$ cat src/rtl/div_unit_seq_pkg.sv
// Shared definitions for the sequential signed divider: default width and FSM encodings.
// The state constants are plain localparams so older datapath code can compare against them.
package div_unit_seq_pkg;

   localparam int DIV_WIDTH = 32;

   localparam logic [1:0] IDLE = 2'd0;
   localparam logic [1:0] RUN  = 2'd1;
   localparam logic [1:0] FIX  = 2'd2;

endpackage

$ cat src/rtl/div_unit_seq_if.sv
// Request/result bundle between ControlUnit (master) and the divider (slave).
interface div_unit_seq_if
   import div_unit_seq_pkg::*;
#(
   parameter int WIDTH = DIV_WIDTH
) ();

   logic             start;
   logic [WIDTH-1:0] dividend;
   logic [WIDTH-1:0] divisor;
   logic             busy;
   logic             done;
   logic             div_zero;
   logic [WIDTH-1:0] div_hi;
   logic [WIDTH-1:0] div_lo;

   modport master (
      output start, dividend, divisor,
      input  busy, done, div_zero, div_hi, div_lo
   );

   modport slave (
      input  start, dividend, divisor,
      output busy, done, div_zero, div_hi, div_lo
   );

endinterface

$ cat src/rtl/div_unit_seq_step.sv
// One restoring-division iteration on unsigned magnitudes, purely combinational.
module div_restoring_step
   import div_unit_seq_pkg::*;
#(
   parameter int WIDTH = DIV_WIDTH
) (
   input  logic [WIDTH-2:0] remLow,
   input  logic [WIDTH-1:0] quo,
   input  logic [WIDTH-1:0] divMag,
   output logic [WIDTH-1:0] remNext,
   output logic [WIDTH-1:0] quoNext
);

   logic [WIDTH-1:0] shifted;
   logic [WIDTH:0]   trial;

   // The partial remainder stays below divMag <= 2^(WIDTH-1), so its MSB is always
   // zero and the shifted value fits in WIDTH bits; bit WIDTH of trial is the borrow.
   assign shifted = {remLow, quo[WIDTH-1]};
   assign trial   = {1'b0, shifted} - {1'b0, divMag};
   assign remNext = trial[WIDTH] ? shifted : trial[WIDTH-1:0];
   assign quoNext = {quo[WIDTH-2:0], ~trial[WIDTH]};

endmodule

$ cat src/rtl/div_unit_seq.sv
// Multicycle MIPS DIV: one restoring step per clock on magnitudes, signs fixed up at the end.
module div_unit_seq
   import div_unit_seq_pkg::*;
#(
   parameter int WIDTH = DIV_WIDTH
) (
   input logic         clk,
   input logic         reset,
   div_unit_seq_if.slave bus
);

   localparam int CNT_W = $clog2(WIDTH);

   logic [1:0]       state;
   logic [CNT_W-1:0] cnt;
   logic [WIDTH-1:0] rem;
   logic [WIDTH-1:0] quo;
   logic [WIDTH-1:0] divMag;
   logic             signQ;
   logic             signR;
   logic             doneQ;
   logic             divZeroQ;
   logic [WIDTH-1:0] divHiQ;
   logic [WIDTH-1:0] divLoQ;

   logic [WIDTH-1:0] dividendMag;
   logic [WIDTH-1:0] divisorMag;
   logic [WIDTH-1:0] remNext;
   logic [WIDTH-1:0] quoNext;

   // Two's-complement negate of INT_MIN yields 2^(WIDTH-1), the exact unsigned magnitude.
   assign dividendMag = bus.dividend[WIDTH-1] ? -bus.dividend : bus.dividend;
   assign divisorMag  = bus.divisor[WIDTH-1]  ? -bus.divisor  : bus.divisor;

   div_restoring_step #(.WIDTH(WIDTH)) uStep (
      .remLow  (rem[WIDTH-2:0]),
      .quo     (quo),
      .divMag  (divMag),
      .remNext (remNext),
      .quoNext (quoNext)
   );

   // NOTE: every register, datapath included, is cleared by reset so an aborted
   // divide leaves no stale operands or result behind.
   always_ff @(posedge clk or negedge reset) begin
      if (!reset) begin
         state    <= IDLE;
         cnt      <= '0;
         rem      <= '0;
         quo      <= '0;
         divMag   <= '0;
         signQ    <= 1'b0;
         signR    <= 1'b0;
         doneQ    <= 1'b0;
         divZeroQ <= 1'b0;
         divHiQ   <= '0;
         divLoQ   <= '0;
      end else begin
         doneQ <= 1'b0;
         case (state)
            IDLE: begin
               if (bus.start) begin
                  if (bus.divisor == '0) begin
                     doneQ    <= 1'b1;
                     divZeroQ <= 1'b1;
                  end else begin
                     divZeroQ <= 1'b0;
                     signQ    <= bus.dividend[WIDTH-1] ^ bus.divisor[WIDTH-1];
                     signR    <= bus.dividend[WIDTH-1];
                     quo      <= dividendMag;
                     divMag   <= divisorMag;
                     rem      <= '0;
                     cnt      <= CNT_W'(WIDTH - 1);
                     state    <= RUN;
                  end
               end
            end
            RUN: begin
               rem <= remNext;
               quo <= quoNext;
               if (cnt == '0) state <= FIX;
               else           cnt   <= cnt - CNT_W'(1);
            end
            FIX: begin
               divLoQ <= signQ ? -quo : quo;
               divHiQ <= signR ? -rem : rem;
               doneQ  <= 1'b1;
               state  <= IDLE;
            end
            default: state <= IDLE;
         endcase
      end
   end

   assign bus.busy     = (state != IDLE);
   assign bus.done     = doneQ;
   assign bus.div_zero = divZeroQ;
   assign bus.div_hi   = divHiQ;
   assign bus.div_lo   = divLoQ;

endmodule

$ cat src/flat_wrapper.sv
// flat-port wrapper written by rule: the top's interface ports become plain ports
module div_unit_seq_flat import div_unit_seq_pkg::*;
#(
   parameter int WIDTH = DIV_WIDTH
)
  (clk, reset, bus_start, bus_dividend, bus_divisor, bus_busy, bus_done, bus_div_zero, bus_div_hi, bus_div_lo);
  div_unit_seq_if #(.WIDTH(WIDTH)) bus_i ();
  input logic clk;
  input logic reset;
  input wire logic [$bits(bus_i.start)-1:0] bus_start;
  input wire logic [$bits(bus_i.dividend)-1:0] bus_dividend;
  input wire logic [$bits(bus_i.divisor)-1:0] bus_divisor;
  output wire logic [$bits(bus_i.busy)-1:0] bus_busy;
  output wire logic [$bits(bus_i.done)-1:0] bus_done;
  output wire logic [$bits(bus_i.div_zero)-1:0] bus_div_zero;
  output wire logic [$bits(bus_i.div_hi)-1:0] bus_div_hi;
  output wire logic [$bits(bus_i.div_lo)-1:0] bus_div_lo;
  assign bus_i.start = bus_start;
  assign bus_i.dividend = bus_dividend;
  assign bus_i.divisor = bus_divisor;
  assign bus_busy = bus_i.busy;
  assign bus_done = bus_i.done;
  assign bus_div_zero = bus_i.div_zero;
  assign bus_div_hi = bus_i.div_hi;
  assign bus_div_lo = bus_i.div_lo;
  div_unit_seq #(.WIDTH(WIDTH)) u_core (.clk(clk), .reset(reset), .bus(bus_i));
endmodule
$ cat config.mk
export PLATFORM = sky130hd
export DESIGN_NAME = div_unit_seq_flat
export DESIGN_NICKNAME = d
export VERILOG_FILES = /design/src/rtl/div_unit_seq_pkg.sv /design/src/rtl/div_unit_seq_if.sv /design/src/rtl/div_unit_seq_step.sv /design/src/rtl/div_unit_seq.sv /design/src/flat_wrapper.sv
export SDC_FILE = /design/constraint.sdc
export NUM_CORES = 1
export LEC_CHECK = 0
export CAP_MARGIN = 20
export CORE_ASPECT_RATIO = 0.5
export CORE_MARGIN = 2
export CORE_UTILIZATION = 40
export CTS_BUF_LIST = sky130_fd_sc_hd__clkbuf_4 sky130_fd_sc_hd__clkbuf_8
export DETAILED_ROUTE_END_ITERATION = 7
export SYNTH_ARGS = -nofsm -noshare
export SYNTH_HDL_FRONTEND = slang
export SYNTH_SLANG_ARGS = --single-unit
$ cat constraint.sdc
create_clock -name clk -period 4.6 [get_ports clk]
set_input_delay 0.92 -clock clk [delete_from_list [all_inputs] [get_ports clk]]
set_output_delay 0.92 -clock clk [all_outputs]
set_load 0.05 [all_outputs]
# --- After elaboration in Yosys (flattened, before gate mapping) ---
# Cells that the tools add are included.
totals:
  elab_cells: 58
  regBits: 171
  inputBits: 67
op_classes:
  reduce_logical: 10
  n_bitwise: 3
  n_addsub: 6
  n_eq_ne: 6
  mux: 22
ops:
  columns: ["op", "n"]
  rows:
  - ["2-to-1 mux 32 bit", 9]
  - ["negator 32 bit", 4]
  - ["case mux 32 bit (2 select lines)", 2]
  - ["subtractor 32 x 32 -> 33 bit", 1]
  - ["zero test 32 bit", 1]
  - ["2-to-1 mux 5 bit", 3]
  - ["case mux 5 bit (2 select lines)", 1]
  - ["AND reduction 3 bit", 3]
  - ["2-to-1 mux 2 bit", 3]
  - ["!= test 2 bit (second input constant)", 3]
  - ["zero test 5 bit", 1]
  - ["subtractor 5 x 1 -> 5 bit (second input constant)", 1]
  - ["case mux 2 bit (2 select lines)", 1]
  - ["AND reduction 4 bit", 1]
  - ["nonzero test 2 bit", 2]
  - ["equality test 2 x 1 -> 1 bit (second input constant)", 1]
  - ["equality test 2 bit (second input constant)", 1]
  - ["zero test 2 bit", 1]
  - ["2-to-1 mux 1 bit", 2]
  - ["!= test 2 x 1 -> 1 bit (second input constant)", 1]
  - ["inverter 1 bit", 2]
  - ["case mux 1 bit (2 select lines)", 1]
  - ["AND reduction 2 bit", 1]
  - ["bitwise XOR 1 bit", 1]

# --- Longest topological paths before layout ---
depth:
  depth_word: 5
  ltp_mapped: 14
  ltp_nobuf: 12

# --- By module ---
# A second synthesis with hierarchy kept.
hier_totals:
  cells_unflattened: 1391
  area_unflattened_um2: 11902.7
by_module_without_submodules:
  columns: ["mod", "area_per_inst_um2", "seq_area_each_um2", "cells_each", "instances"]
  rows:
  - ["div_unit_seq", 9444.1, 4279.1, 1004, 1]
  - ["div_restoring_step", 2458.6, 0.0, 387, 1]

# --- Worst setup path before layout ---
# OpenSTA, ideal clock, no wires.
synth_timing:
  path_type: "input to register"
  start: "input port bus_divisor[8]"
  end: "register u_core.divMag[27]"
  cell_stages: 7
  path_slack_ps: 1397
  arrival_ps: 3075
  setup_ps: 129
  required_time_ps: 4471
  path_buffers: 0
  cell_sequence: "or4_4 or4_4 or3_4 or3_4 o41ai_4 xor2_1 o21ai_1"
synth_between:
  elab_chain_len: 3
  elab_cells_between_ends: 5
  cone_classes: "add/sub: 1; mux: 1; bitwise: 1; reduce/logical: 2"
synth_lines:
  columns: ["item", "line_no", "source"]
  rows:
  - ["start, declared", "flat_wrapper.sv:12", "input wire logic [$bits(bus_i.divisor)-1:0] bus_divisor;"]
  - ["branches (longest 3 deep; another with negator 32 bit)", null, null]
  - ["end signal, assigned", "div_unit_seq.sv:71", "divMag <= divisorMag;"]
  - ["end, declared", "div_unit_seq.sv:18", "logic [WIDTH-1:0] divMag;"]
# Several ways; the timed one is not identified.
# A chain may end at the register's enable or synchronous reset.

# --- Final worst setup path ---
layout_timing:
  start: "input port bus_divisor[6]"
  end: "register u_core.divMag[9]"
# Same word-level chain as after synthesis.

==> reports/results.ini <==
[timing]
period_share_pct = 77.6
clock_skew_ns = 0.0139
max_slew_margin_pct = 32.8
tns_ns = 0
final_report_hold_violation_count = 0
fmax_mhz = 280
timing_max_transition_violations_final = 0
layout_min_cycle_time_ns = 3.57
setup_viol = 0
worst-slew-pin-transition_ns = 1.01
rsz0062_at_grt = no

[place]
post-dp-hpwl_um = 22900
placement.io_buffers = 133
gp_routability_congestion = 0.863

[power_and_ir_drop]
cellPowerDensity_mw_per_mm2 = 684
power.leakage_uw = 0.00569
peakVddDrop_mv = 0.421

[yosys]
synth_cell_types = 70
post_synth_instance_area_mm2 = 0.0113
syn_avg_cell_area_um2 = 8.44
net_count_synth = 1441
synthFlopType = dfrtp_1
synth-seq-area-share_pct = 38.0
mapped_cells = 1334
synth.yosys.warnings = 0
postSynthRegisterBits = 171
synth_edf_count = 0
synth-async-reset-ratio_pct = 100

[layout]
num-nets-final = 1529
antennaDiodeCount = 0
post_route_cells_drive_above_1_share_pct = 5.44
finalCoreUtilization_pct = 48.2
layout.cells.most_common_list = nand2_1, dfrtp_1, o21ai_0
layout_commonest_cell = nand2_1
area_growth_pct = 18.4

[status]
run_status = completed

[setup_path]
crit_path_max_fanout = 65
cp_delay_by_family_top = simple AND/OR/NAND/NOR gates
data_arrival_time_at_the_worst_slack_endpoint_ns = 3.97
worst-setup-path-type = in2reg
worst_setup_path_end_kind = register
cp_slowest_stage_delay_ns = 0.56
path_cells = clkdlybuf4s50_1 > or4_4 > or4_4 > nor4_1 > buf_4 > a31o_2 > or2_2 > buf_12 > nor2_1 > a21oi_1
startpoint_type = primary input
critical-path-top-cell-by-count = or4_4
worst_path_max_delay_cell = or4_4
required_worst_endpoint_ns = 5.01
cp.buffers_inverters = 3

[floorplan]
ioPinCount = 134
floorplan.core_area_mm2 = 0.0277
floorplan.rows = 43
die-height_um = 123
fp.dieArea_mm2 = 0.0296
initial_utilization_pct = 40.7
fp.dieW_um = 241

[route]
total_detailed_routing_wirelength_um = 30500
drt_first_pass_iters = 6
drc = 0
avgViaCountPerCell = 5.44
dr_total_vias = 9890
ant_nets = 0
wire_per_inst_um = 16.8
detail_route.iter0.violations = 743

[clock_tree]
clockBufferDepth = 2
cts.clk_slew.worst_paths_ns = 0.09
holdBufCountCts = 0
clock-sinks = 171
cts_inserted_buffers = 17
clockRootBuffer = clkbuf_8
clock_tree.htree_level_count = 4
tritoncts_clock_tree = done
cts_resized = 0
worst_skew_pair_latency_ns = 0.49
cts_setup_buffers = 0

[job]
maxcap_viol_count = 0

[grt]
grt_max_degree = 72
global_route.usage.total_pct = 21.0
first_global_vias = 9556
global_route.overflow_total = 0
grt_pass1_wl_um = 49100
initial_antenna_violation_count = 0

[min_path]
timing.hold.worst.class = in2async

==> synth_stat cells (all sizes together) (5+ instances only) <==
cell type	count	area share (%)
a22oi	16	1.1
o41ai	19	1.8
nor2	83	2.8
or4	17	1.2
dfrtp	171	38
o21ai	174	7.7
nand3	16	0.71
nand2b	14	0.78
a221o	7	0.62
ha	39	4.3
xor2	96	7.5
nor2b	10	0.56
o31ai	34	2.3
and3	12	0.67
a21oi	86	3.8
a21o	19	1.3
o21a	8	0.53
a32oi	5	0.39
xnor2	49	3.8
or3	23	1.4
o22ai	10	0.56
or2	8	0.44
a31oi	9	0.50
inv	49	1.6
nand2	187	6.2
clkbuf	59	2.0
nor4	9	0.50
a211oi	9	0.60
nor3	11	0.49
mux2i	8	0.71
buf	25	1.1
==> layout make-up <==
class | instances | area, um^2
Clock inverter | 13 | 141
Inverter | 50 | 188
Multi-Input combinational cell | 1029 | 6470
Timing Repair Buffer | 153 | 1530
Fill cell | 2709 | 14400
Clock buffer | 19 | 249
Tap cell | 382 | 478
Sequential cell | 171 | 4280
==> cells by family (layout without fill, tap and decap cells) <==
family / count (synthesis) / after routing / share of synthesized area [%]
buf+inv: 134 / 235 / 4.77
compound gates: 432 / 432 / 24.0
xor+xnor: 145 / 145 / 11.3
fa+ha+maj: 40 / 40 / 4.51
simple gates: 402 / 402 / 16.5
mux: 10 / 10 / 0.911
flops: 171 / 171 / 38.0
==> registers in the layout, summed over array words and instances (netlist names) <==
register and cells:
u_core.bus.div_lo 32, u_core.cnt 5, u_core.quo 32, u_core.bus.div_hi 32, u_core.bus.div_zero 1, u_core.state 2
u_core.bus.done 1, u_core.divMag 32, u_core.signR 1, u_core.rem 32, u_core.signQ 1
==> path summary, 6_finish.rpt <==
check	slack (ns)	endpoint	start	cells past startpoint
setup / recovery	1.03	u_core.divMag[9]$_DFFE_PN0P_	bus_divisor[6]	10
hold / removal	0.43	u_core.bus.div_lo[8]$_DFFE_PN0P_	reset	1
setup reg to reg	1.04	u_core.rem[28]$_DFFE_PN0P_	u_core.quo[31]$_DFFE_PN0P_	13
hold reg to reg	0.48	u_core.bus.div_lo[12]$_DFFE_PN0P_	u_core.bus.div_lo[12]$_DFFE_PN0P_	2
max in group asynchronous	3.21	u_core.divMag[7]$_DFFE_PN0P_	reset	2
min in group clk	0.48	u_core.bus.div_lo[12]$_DFFE_PN0P_	u_core.bus.div_lo[12]$_DFFE_PN0P_	2
==> layer usage <==
| metal | up-vias | wire length [um] | GRT usage, % |
|---|---|---|---|
| met5 | - | 0 | 0 |
| met4 | 0 | 442 | 6.48 |
| met3 | 29 | 792 | 3.64 |
| met2 | 131 | 15300 | 36.4 |
| met1 | 4820 | 14000 | 27.0 |
| li1 | 4910 | - | - |
==> where the power goes <==
group / leakage [uW] / internal [uW] / switching, uW
logic: 0.00347 / 2260 / 2990
registers: 0.00202 / 2040 / 725
clock network: 0.000199 / 500 / 605
==> worst register-to-register path: stages, from the launching register on <==
cell and delay [ns]:
dfrtp_1 0.36, inv_1 0.11, ha_1 0.23, fa_1 0.40
nand2b_1 0.21, a21oi_1 0.21, o21ai_0 0.26, o21ba_2 0.31
o31ai_1 0.27, buf_4 0.19, a31oi_4 0.08, buf_4 0.29
nand2b_1 0.33, o211ai_1 0.24
==> per-stage QoR <==
step | hold slack [ns] | total power [uW] | worst slack, ns | instances | area (um^2)
floorplan | 0.450 | 6590 | 1.40 | 1334 | 11300
global placement | 0.462 | 7980 | 0.621 | 1785 | 13000
detailed placement | 0.470 | 8070 | 0.565 | 1785 | 13000
CTS | 0.430 | 9190 | 1.06 | 1817 | 13300
global route | 0.460 | 9980 | 0.770 | 1817 | 13300
finish | 0.430 | 9120 | 1.03 | 1817 | 13300
Power figures use the tool's default switching activity.
==> RTL edit 1, RTL diff (same flow settings) <==
`DIV_WIDTH`: 32 -> 64.
--- a/src/rtl/div_unit_seq_pkg.sv
+++ b/src/rtl/div_unit_seq_pkg.sv
@@ -2,7 +2,7 @@
 // The state constants are plain localparams so older datapath code can compare against them.
 package div_unit_seq_pkg;
 
-   localparam int DIV_WIDTH = 32;
+   localparam int DIV_WIDTH = 64;
 
    localparam logic [1:0] IDLE = 2'd0;
    localparam logic [1:0] RUN  = 2'd1;
Interface: changed (resized bus_div_hi, bus_div_lo, bus_dividend and bus_divisor); port bits go from 134 to 262. No check against the original RTL was run, so the function may have changed too.
==> RTL edit 1 against the original RTL <==
- sequential share of layout area down 2.0 points
- area after synthesis up 99%
- sequential cell count up 161
- wire length up 140%
- count of clock-buffer cells in the layout up 61
- combinational power up 120%
- total power up 120%
- setup slack worse by 0.69 ns
- via count up 110%
- final area up 110%
==> RTL edit 1: results (changes against the original RTL) <==
Seq/total area -> 30.1% (was 32.1%)
Skew final -> 0.0372 ns (was 0.0139 ns)
Start of the worst register-to-register path -> u_core.quo[63] (was u_core.quo[31])
Share of cells above drive strength 1 -> 9.08% (was 5.44%)
CTS Buf Count -> 53 (was 17)
DP Worst Slack -> -0.182 ns (was 0.565 ns)
Outcome -> complete, no violations (unchanged)
Top delay family on crit path -> compound AO/OA/AOI/OAI gates (was simple AND/OR/NAND/NOR gates)
IO Port Bufs -> 261 (was 133)
Total iterations of the first detailed-routing run -> 5 (was 6)
Drt initial violations -> 1640 (was 743)
Synth Area in XOR/XNOR -> 11.9% (was 11.3%)
DPL Wire Length -> 55.6 mm (was 22.9 mm)
Largest net degree at the start of global routing -> 159 (was 72)
Layout non-clock buf frac -> 13.3% (was 11.5%)
First-pass GRT wire length -> 115 mm (was 49.1 mm)
Compound-Gate Fraction of Synth Area -> 22.0% (was 24.0%)
Final hold slack -> 0.275 ns (was 0.430 ns)
CP Max Fanout -> 4 (was 65)
Filler cell count -> 5475 (was 2709)
Vias in the first global route -> 19800 (was 9556)
Multi-input logic area -> 13100 µm² (was 6470 µm²)
Top cells by area, synth -> dfrtp_1 (37%), o21ai_0 (8.2%), xor2_1 (8.0%) (was dfrtp_1 (38%), xor2_1 (7.5%), o21ai_0 (7.4%))
Placement Cell Area -> 26500 µm² (was 13000 µm²)
#MultiIn Comb -> 2085 (was 1029)
Layout clock area frac -> 4.24% (was 2.93%)
RTL edit 1: how the worst max path moves through the flow:
stage | from | end | slack, ns
after floorplan | bus_divisor[6] | u_core.divMag[62] | 0.77
after global placement | bus_divisor[6] | u_core.divMag[58] | -0.16
after detailed placement | bus_divisor[6] | u_core.divMag[58] | -0.18
after CTS | bus_divisor[6] | u_core.divMag[62] | 0.50
after global routing | u_core.rem[5] | u_core.rem[61] | 0.21
final | u_core.quo[63] | u_core.rem[62] | 0.34
RTL edit 1: metal layers:
layer / track usage, % / up-vias / routed length (µm)
met5: 0 / - / 0
li1: - / 10100 / -
met2: 40.9 / 495 / 33800
met1: 34.7 / 10100 / 34100
met4: 6.11 / 0 / 1600
met3: 3.22 / 104 / 3360
RTL edit 1: power by group:
part / switching, mW / internal (mW) / leakage, nW
logic: 6.82 / 4.92 / 7.05
clock network: 1.32 / 1.57 / 0.615
registers: 1.27 / 3.95 / 3.96
==> RTL edit 2, RTL diff (same flow settings) <==
Made on the original files. Make the reset (`reset`) synchronous in one clocked block.
--- a/src/rtl/div_unit_seq.sv
+++ b/src/rtl/div_unit_seq.sv
@@ -42,7 +42,7 @@
 
    // NOTE: every register, datapath included, is cleared by reset so an aborted
    // divide leaves no stale operands or result behind.
-   always_ff @(posedge clk or negedge reset) begin
+   always_ff @(posedge clk) begin
       if (!reset) begin
          state    <= IDLE;
          cnt      <= '0;
Function: differs if reset is asserted again (counterexample within 4 cycles, from zero or initial values and one cycle with reset low); with reset held inactive, the same outputs for 10 cycles.
==> RTL edit 2 against the original RTL <==
- sequential cell count did not move
- setup slack got worse by 0.46 ns
- wire length fell by 4.6%
- area after synthesis fell by 3.8%
- final area fell by 3.6%
- synthesized cell count fell by 2.2%
- via count fell by 1.4%
- highest routed layer unchanged
Power is not compared: it rests on default switching activity, and its combinational part moved more than twofold at a synthesized area within 25%.
==> RTL edit 2: results (changes against the original RTL) <==
Outcome -> complete, no violations (unchanged)
Hold Path Class -> reg2reg (was in2async)
Synth Area in XOR/XNOR -> 11.9% (was 11.3%)
Drt total wl -> 29.1 mm (was 30.5 mm)
Drt initial violations -> 896 (was 743)
Worst R2R Path Depth -> 11 (was 13)
CP arrival -> 4.41 ns (was 3.97 ns)
Largest net degree at the start of global routing -> 77 (was 72)
Leakage -> 5.85 nW
Sequential-to-total area share from yosys stat -> 31.6% (was 38.0%)
IO Port Bufs -> 133 (unchanged)
DP Worst Slack -> 0.109 ns (was 0.565 ns)
Top cells by area, synth -> dfxtp_1 (32%), xor2_1 (7.9%), o211a_1 (7.4%) (was dfrtp_1 (38%), xor2_1 (7.5%), o21ai_0 (7.4%))
First-pass GRT wire length -> 47.5 mm (was 49.1 mm)
Postcts setup bufs -> 0 (unchanged)
DRC Markers -> 0 (unchanged)
Main synth FF type -> dfxtp_1 (was dfrtp_1)
Avg Cell Area, Syn -> 8.31 µm² (was 8.44 µm²)
Relative slew slack -> 34.0% (was 32.8%)
Commonest cells in the netlist -> nand2_1 (197), dfxtp_1 (171), o21ai_0 (105) (was nand2_1 (187), dfrtp_1 (171), o21ai_0 (167))
Share of cells above drive strength 1 -> 4.71% (was 5.44%)
Cell with the most instances after synthesis -> nand2_1 (unchanged)
DPL Wire Length -> 21.5 mm (was 22.9 mm)
Yosys cell types -> 64 (was 70)
Compound-Gate Fraction of Synth Area -> 25.4% (was 24.0%)
Post_cts resized -> 0 (unchanged)
VDD IR-drop max -> 0.191 mV
Vias per std cell -> 5.56 (was 5.44)
Layout Nets -> 1499 (was 1529)
Clk Tree Root Cell -> clkbuf_8 (unchanged)
Clk Latency, worst-skew pair -> 0.49 ns (about the same)
Initial antenna violation count -> 0 (unchanged)
Multiplexer share of the synthesized area -> 3.14% (was 0.911%)
Vias in the first global route -> 9477 (was 9556)
WHS Path Cells -> 2
CTS Buffer Depth -> 2 (unchanged)
CP Max Fanout -> 69 (was 65)
Total iterations of the first detailed-routing run -> 6 (unchanged)
Total Routing Usage GR -> 20.5% (was 21.0%)
Post-synth ARST share -> 0% (was 100%)
Via count -> 9754 (was 9890)
Yosys Warn Count -> 0 (unchanged)
GPL Wtd Cong -> 0.873 (was 0.863)
Syn_nets -> 1412 (was 1441)
Adder-Cell Fraction of Synth Area -> 4.69% (was 4.51%)
Clock slew seen by the registers of the worst setup and hold paths -> 0.08 ns
Max H-tree Level -> 4 (unchanged)
Placement Cell Area -> 12400 µm² (was 13000 µm²)
Placed cells -> 1723 (was 1785)
CTS Buf Count -> 17 (unchanged)
Skew final -> 0.00960 ns (was 0.0139 ns)
Yosys top cell by area -> dfxtp_1 (was dfrtp_1)
## RTL edit 2: metrics by stage
stage / hold slack (ns) / power [mW]
2_1_floorplan: 0.450 / 2.30
3_3_place_gp: 0.459 / 2.57
3_5_place_dp: 0.467 / 2.58
4_1_cts: 0.481 / 3.64
5_1_grt: 0.517 / 3.81
6_report: 0.477 / 3.61
## RTL edit 2: cells by family (layout without fill, tap and decap cells)
logic type,Yosys count,in the layout
buf+inv,135,231
compound gates,370,370
fa+ha+maj,40,40
xor+xnor,147,147
mux,34,34
flops,171,171
simple gates,408,408
## RTL edit 2: metal layers
layer / up-vias / GRT usage (%) / wire [µm]
met5: - / 0 / 0
met4: 0 / 6.01 / 516
met3: 35 / 3.72 / 1200
met2: 195 / 35.1 / 13700
met1: 4653 / 26.5 / 13700
li1: 4871 / - / -
## RTL edit 2: cell type report
type                    instances  area, µm²
fillers                      2537      13700
multi-input cells             999       6900
flip-flops and latches        171       3420
repair buffers                149       1530
well taps                     352        440
clock buffers                  26        333
inverters                      54        203
clock inverters                 2       35.0
## RTL edit 2: worst max-delay path, stage by stage
cell,delay (ns)
clkdlybuf4s50_1,0.47
nor3_1,0.48
nand4_1,0.34
or3_1,0.51
nand2b_1,0.34
nor3_1,0.50
nor2_4,0.28
buf_12,0.27
o211a_1,0.25
## RTL edit 2: where the power goes
part	internal, mW	leakage (nW)	switching [mW]
Clock	0.512	0.195	0.533
Sequential	1.56	1.39	0.0833
Combinational	0.391	4.26	0.528
## RTL edit 2: worst paths after layout
path | endpoint | slack (ns) | startpoint
worst max-delay path | u_core.divMag[15] | 0.57 | bus_divisor[2]
worst min-delay path | u_core.bus.div_hi[30] | 0.48 | u_core.bus.div_hi[30]
worst max register to register | u_core.rem[6] | 0.87 | u_core.rem[6]
worst min register to register | u_core.bus.div_hi[30] | 0.48 | u_core.bus.div_hi[30]
